File: config.mk
export PLATFORM = sky130hd
export DESIGN_NAME = tm_lif_array
export DESIGN_NICKNAME = d
export VERILOG_FILES = /design/src/rtl/tm_lif_array.sv
export SDC_FILE = /design/constraint.sdc
export NUM_CORES = 1
export LEC_CHECK = 0
export CORE_MARGIN = 4
export CORE_UTILIZATION = 47
export CTS_CLUSTER_SIZE = 14
export DETAILED_ROUTE_END_ITERATION = 10
export GPL_TIMING_DRIVEN = 0
export PLACE_DENSITY = 0.76
export SYNTH_ARGS = -nofsm -noshare
export SYNTH_HDL_FRONTEND = slang
export SYNTH_SLANG_ARGS = --single-unit
File: constraint.sdc
create_clock -name clk_i -period 6 [get_ports clk_i]
set_input_delay 1.8 -clock clk_i [delete_from_list [all_inputs] [get_ports clk_i]]
set_output_delay 1.8 -clock clk_i [all_outputs]
set_load 0.01 [all_outputs]
File: src/rtl/tm_lif_array.sv
// Time-multiplexed array of leaky integrate-and-fire neurons.
// One slot is visited per enabled clock in round-robin order.
module tm_lif_array #(
  parameter int N_NEURONS  = 4,
  parameter int WIDTH      = 8,
  parameter int LEAK_SHIFT = 1,
  parameter int REFRACT    = 2,
  parameter int IDX_W      = $clog2(N_NEURONS)
) (
  input  logic                 clk_i,
  input  logic                 rst_i,
  input  logic                 en_i,
  input  logic [WIDTH-1:0]     current_i,
  input  logic [WIDTH-1:0]     thresh_i,
  output logic [IDX_W-1:0]     cur_sel_o,
  output logic                 spike_o,
  output logic [IDX_W-1:0]     spike_idx_o,
  output logic [WIDTH-1:0]     state_o,
  output logic [N_NEURONS-1:0] spike_vec_o,
  output logic                 sweep_done_o
);

  localparam int RW = (REFRACT > 0) ? $clog2(REFRACT + 1) : 1;
  localparam logic [IDX_W-1:0]     LAST_IDX  = IDX_W'(N_NEURONS - 1);
  localparam logic [RW-1:0]        REFR_LOAD = RW'(REFRACT);
  localparam logic [N_NEURONS-1:0] ONE_HOT   = N_NEURONS'(1);

  // Unsigned add clamped to the all-ones value instead of wrapping.
  function automatic logic [WIDTH-1:0] sat_add(input logic [WIDTH-1:0] a,
                                               input logic [WIDTH-1:0] b);
    logic [WIDTH:0] s;
    s = {1'b0, a} + {1'b0, b};
    if (s[WIDTH]) begin
      sat_add = {WIDTH{1'b1}};
    end else begin
      sat_add = s[WIDTH-1:0];
    end
  endfunction

  logic [WIDTH-1:0]     mem_q [N_NEURONS];
  logic [RW-1:0]        refr_q [N_NEURONS];
  logic [IDX_W-1:0]     cur_sel_q;
  logic                 spike_q;
  logic [IDX_W-1:0]     spike_idx_q;
  logic [WIDTH-1:0]     state_q;
  logic [N_NEURONS-1:0] spike_vec_q;
  logic                 sweep_done_q;
  logic [N_NEURONS-1:0] acc_q;

  logic [WIDTH-1:0]     leak_s;
  logic [WIDTH-1:0]     sum_s;
  logic                 fire_s;
  logic                 last_s;
  logic [N_NEURONS-1:0] hit_s;
  logic [WIDTH-1:0]     mem_d;
  logic [RW-1:0]        refr_d;
  logic [IDX_W-1:0]     cur_sel_d;

  // Shared update datapath for the currently selected neuron.
  always_comb begin
    leak_s    = mem_q[cur_sel_q] >> LEAK_SHIFT;
    sum_s     = sat_add(leak_s, current_i);
    fire_s    = 1'b0;
    mem_d     = {WIDTH{1'b0}};
    refr_d    = {RW{1'b0}};
    hit_s     = {N_NEURONS{1'b0}};
    last_s    = (cur_sel_q == LAST_IDX);
    cur_sel_d = {IDX_W{1'b0}};
    // A refractory neuron is held at zero and ignores its input entirely.
    if (refr_q[cur_sel_q] != {RW{1'b0}}) begin
      refr_d = refr_q[cur_sel_q] - RW'(1);
    end else if (sum_s >= thresh_i) begin
      fire_s = 1'b1;
      refr_d = REFR_LOAD;
    end else begin
      mem_d = sum_s;
    end
    if (fire_s) begin
      hit_s = ONE_HOT << cur_sel_q;
    end else begin
      hit_s = {N_NEURONS{1'b0}};
    end
    if (last_s) begin
      cur_sel_d = {IDX_W{1'b0}};
    end else begin
      cur_sel_d = cur_sel_q + IDX_W'(1);
    end
  end

  // Per-neuron membrane and refractory storage; only the visited entry changes.
  always_ff @(posedge clk_i or posedge rst_i) begin
    if (rst_i) begin
      for (int i = 0; i < N_NEURONS; i++) begin
        mem_q[i]  <= {WIDTH{1'b0}};
        refr_q[i] <= {RW{1'b0}};
      end
    end else if (en_i) begin
      mem_q[cur_sel_q]  <= mem_d;
      refr_q[cur_sel_q] <= refr_d;
    end
  end

  // Slot pointer, per-update outputs and sweep framing.
  always_ff @(posedge clk_i or posedge rst_i) begin
    if (rst_i) begin
      cur_sel_q    <= {IDX_W{1'b0}};
      spike_q      <= 1'b0;
      spike_idx_q  <= {IDX_W{1'b0}};
      state_q      <= {WIDTH{1'b0}};
      spike_vec_q  <= {N_NEURONS{1'b0}};
      sweep_done_q <= 1'b0;
      acc_q        <= {N_NEURONS{1'b0}};
    end else if (en_i) begin
      cur_sel_q    <= cur_sel_d;
      spike_q      <= fire_s;
      spike_idx_q  <= cur_sel_q;
      state_q      <= mem_d;
      sweep_done_q <= last_s;
      if (last_s) begin
        spike_vec_q <= acc_q | hit_s;
        acc_q       <= {N_NEURONS{1'b0}};
      end else begin
        acc_q       <= acc_q | hit_s;
      end
    end else begin
      spike_q      <= 1'b0;
      sweep_done_q <= 1'b0;
    end
  end

  assign cur_sel_o    = cur_sel_q;
  assign spike_o      = spike_q;
  assign spike_idx_o  = spike_idx_q;
  assign state_o      = state_q;
  assign spike_vec_o  = spike_vec_q;
  assign sweep_done_o = sweep_done_q;

endmodule
; Word level (Yosys, flattened, before mapping)
; Cells that the tools add are included.
[totals]
reg_bits = 62
input_bits = 19
out_inout_bits = 18
wordCells = 52
[op_classes]
addsub = 3
order_cmp = 3
eq_ne = 1
shifts = 1
n_mux = 24
bitwise = 2
n_reduce_logical = 3
[op_table]
columns = operator, n
row1 = $mux 8, 6
row2 = $bwmux 32, 1
row3 = $bmux 8 s2, 1
row4 = $demux 8 s2, 1
row5 = $mux 2, 6
row6 = $add 7x8->9, 1
row7 = $bwmux 8, 1
row8 = $ge 8x8->1, 1
row9 = $mux 4, 2
row10 = $bmux 2 s2, 1
row11 = $demux 2 s2, 1
row12 = $mux 1, 4
row13 = $or 4x4->4, 1
row14 = $shl 1x2->4 const A, 1
row15 = $ge 3x3->1 const B, 1
row16 = $lt 3x1->1 const B, 1
row17 = $not 2->3, 1
row18 = $add 2x1->2 const B, 1
row19 = $eq 2x2->1 const B, 1
row20 = $reduce_and 2->1, 1
row21 = $reduce_bool 2->1, 1
row22 = $sub 2x1->2 const B, 1
row23 = $logic_and 1x1->1, 1

; Longest topological paths before layout
[logic_depth]
ltp_word = 12
ltp_mapped = 16
depth_no_buf = 13

; Worst setup path after synthesis
; No wires, ideal clock.
[synth_path]
kind = input-to-reg
from = input current_i[0]
to = register mem_q[4] (netlist name)
setup_time_ns = 0.066
arrival_time_ns = 4.981
required_time_ns = 5.934
slack_ns = 0.953
path_stages = 13
n_path_buf = 1
path_cell_list = ha_1 -> fa_1 -> a211oi_2 -> nor2_1 -> o31ai_1 -> inv_1 -> ha_1 -> and3_1 -> a221oi_1 -> o21ai_0 -> clkbuf_1 -> nor3b_1 -> mux2_2
[synth_between]
elab_chain_len = 6
[synth_lines]
columns = item, line
row1 = start: declaration, 13  ; input logic [WIDTH-1:0] current_i,
row2 = $add 7x8->9 (*), 32  ; s = {1'b0, a} + {1'b0, b};
row3 = $mux 8 (*), 33  ; if (s[WIDTH]) begin
row4 = $ge 8x8->1, 72  ; end else if (sum_s >= thresh_i) begin
row5 = $mux 8 (*), 72
row6 = $mux 8 (*), 70  ; if (refr_q[cur_sel_q] != {RW{1'b0}}) begin
row7 = $bwmux 32 (*), 98  ; mem_q[cur_sel_q] <= mem_d;
row8 = end signal: indexed assignment, 94  ; mem_q[i] <= {WIDTH{1'b0}};
row9 = end signal: indexed assignment, 98
row10 = end: declaration, 40  ; logic [WIDTH-1:0] mem_q [N_NEURONS];
; Every way passes the cells marked *; elsewhere a longest branch is shown, timed or not.
; A chain may end at the register's enable or synchronous reset.

; Final worst setup path
[layout_path]
from = input current_i[0]
to = register mem_q[29] (netlist name)
; The elaborated chain is that of the path after synthesis.

==> impl_metrics.tcl <==
set metrics [dict create \
    outcome "complete, no violations" \
    clk_latency_ns 0.33 \
    crit_slowest_cell "o31ai_2" \
    grt_pass1_vias 2255 \
    cts_tree "done" \
    fmax_ghz 0.174 \
    fin_cells 406 \
    fillers 539 \
    worstMarginPinSlew_ns 0.747 \
    ys_warn_count 0 \
    num_antenna_cells 0 \
    powerDensity_nw_per_um2 530 \
    crit_chain "clkdlybuf4s50_1 -> ha_1 -> fa_1 -> a211oi_2 -> nor2_1 -> o31ai_2 -> inv_1 -> ha_1 -> and3_1 -> a221oi_1 -> o21ai_0 -> clkbuf_1 -> a211oi_2 -> mux2_2" \
    finalHoldViolCount 0 \
    synth.most_common_cell "dfrtp_1" \
    worst-endpoint-arrival_ns 6.02 \
    start_util 0.488 \
    gp_congestion 0.810 \
    cts_root_buffer "clkbuf_8" \
    slew_headroom 0.498 \
    rows 29 \
    synth_area_per_cell_um2 11.3 \
    cts_made_buffers 9 \
    grt_start_max_net_pins 34 \
    path_max_fanout 10 \
    dr.first_iter.drc_count 170 \
    numClockSinks 58 \
    htreeDepth 3 \
    finalSetupViolations 0 \
    grt_use_total 0.181 \
    drive_above_1_share 0.207 \
    rsz0062_at_grt "no" \
    post_synth_inst_count 277 \
    use_met3 0.0493 \
    cap_violations 0 \
    yosysTopAreaCellShare 0.463 \
    grt_pass1_wl_um 10900 \
    final.setup.worst_slack_ns 0.253 \
    hold_path.class "reg -> reg" \
    met1_usage 0.242 \
    required_ns 6.27 \
    vias 2310 \
    die-area_um2 8050 \
    ys_seq_area_frac 0.463 \
    ys_ff_latch 58 \
    routedWlPerCell_um 16.1 \
    grtUsageMet2 0.290 \
    clk_pin_slew_ns 0.06 \
    routed_via_density 5.69 \
    core_area_um2 6420 \
    syn-cell-area_um2 3140 \
    postSynth.asyncResetShare 1.00 \
    dominantRegCellSynth "dfrtp_1" \
    end_kind "flop" \
    synth.net_count 316 \
    finalCriticalPeriod_ns 5.75 \
    overflow 0 \
    nets 364 \
    whs_ns 0.478 \
    drc 0 \
    area_growth_syn_to_layout_pct 21.6 \
    leakage_nw 1.75 \
    dp_hpwl_um 4910 \
    ys_types 41 \
    io_buffer_count 36 \
    top_usage_layer "met2" \
    dp.cells 391 \
    startpoint_type "primary input" \
    fin_skew_ns 0.00479 \
    post_cts_buffers 0 \
    synth_top_area_cell "dfrtp_1" \
    worst_ir_drop_vdd_v 0.000272 \
    synth.area.top_cells "dfrtp_1, mux2_2, ha_1" \
    drt-pass1-iter-count 4 \
    die_width_um 89.7 \
    dieHeight_um 89.7 \
    boundaryPins 37 \
    synth-edff-count 0 \
    antenna_found_initial 0 \
    finalCritPeriodShare 0.958 \
    cts_buffer_depth 2 \
    drv_slew 0 \
    critical_path_class "in -> reg" \
    fin_tns_setup_ns 0 \
    routed_wl_um 6550 \
    antenna_left 0 \
    synth_common_cells "dfrtp_1, mux2_2, nand2_1" \
    post-place-ws_ns -0.448 \
    critPathMaxStageDelay_ns 0.56 \
]
## power breakdown
group	internal [mW]	total, mW	switching (mW)
logic	0.513	1.08	0.570
registers	0.544	0.627	0.0832
clock network	0.168	0.311	0.143
## critical path, delay by kind of cell
kind | cells | cell delay, ns
multiplexers | 1 | 0.24
adder cells (fa/ha/maj) | 3 | 0.96
buffers and inverters | 3 | 0.83
AND/OR/NAND/NOR | 2 | 0.27
AO/OA/AOI/OAI | 5 | 1.92
## kinds of logic (layout without fill, tap and decap cells)
family | Yosys count | count (layout) | synth area share
and+or+nand+nor | 69 | 69 | 0.105
AOI/OAI and AO/OA | 59 | 59 | 0.131
DFF | 58 | 58 | 0.463
muxes | 39 | 39 | 0.172
buffers and inverters | 30 | 82 | 0.0415
adders and majority gates | 20 | 20 | 0.0822
xor gates and xnor gates | 2 | 2 | 0.00559
## layout make-up
| cell class | instances | area (µm²) | area share |
|---|---|---|---|
| clock buffers | 12 | 155 | 0.0407 |
| clock inverters | 3 | 15.0 | 0.00394 |
| inverters | 16 | 60.1 | 0.0157 |
| well taps | 77 | 96.3 | 0.0253 |
| flip-flops and latches | 58 | 1450 | 0.381 |
| plain buffers | 14 | 70.1 | 0.0184 |
| repair buffers | 37 | 380 | 0.0997 |
| multi-input cells | 189 | 1590 | 0.416 |
## metrics by stage
stage          instance area (µm²)   util  power, mW
5_1_grt                       3810  0.594       2.18
2_1_floorplan                 3140      -       1.36
4_1_cts                       3790  0.590       2.01
3_3_place_gp                  3590  0.560       1.66
3_5_place_dp                  3610  0.563       1.69
6_report                      3810  0.594       2.02
## worst paths after layout
kind                       slack (ns)                    endpoint  cells after the start                      from
setup / recovery                 0.25       mem_q[29]$_DFFE_PP0P_                     14              current_i[0]
hold / removal                   0.48       mem_q[15]$_DFFE_PP0P_                      2     mem_q[15]$_DFFE_PP0P_
setup reg to reg                 0.50       mem_q[29]$_DFFE_PP0P_                     15  cur_sel_o[0]$_DFFE_PP0P_
hold reg to reg                  0.48       mem_q[15]$_DFFE_PP0P_                      2     mem_q[15]$_DFFE_PP0P_
max in group asynchronous        3.60       mem_q[25]$_DFFE_PP0P_                      3                     rst_i
min in group asynchronous        1.84  spike_idx_o[0]$_DFFE_PP0P_                      2                     rst_i
## cells in the final DEF (no fill, tap or decap), types with 8 or more instances in the layout
cell type	synthesis	routed
dfrtp_1	58	58
clkdlybuf4s50_1	0	36
mux2_2	30	30
nand2_1	27	27
ha_1	19	19
nor2_1	16	16
inv_1	15	14
o31ai_1	14	13
a21oi_1	11	11
clkbuf_8	0	11
mux4_2	9	9
clkbuf_1	8	9
o21ai_0	8	8
## routing by layer
layer  vias up  wire (µm)
li1       1109          -
met2        55       3250
met4         0         93
met5         -          0
met1      1138       2910
met3         8        295
## what timing repair did
item,in CTS,in global routing
endpoints found under the setup margin,20,25
resized for setup,1,5
hold buffers,0,0
## state kept, by name, summed over array words and instances (netlist names)
register      cells
spike_vec_o       4
acc_q             4
spike_idx_o       2
state_o           8
cur_sel_o         2
spike_o           1
mem_q            28
refr_q            8
sweep_done_o      1
(Power assumes the default switching activity.)
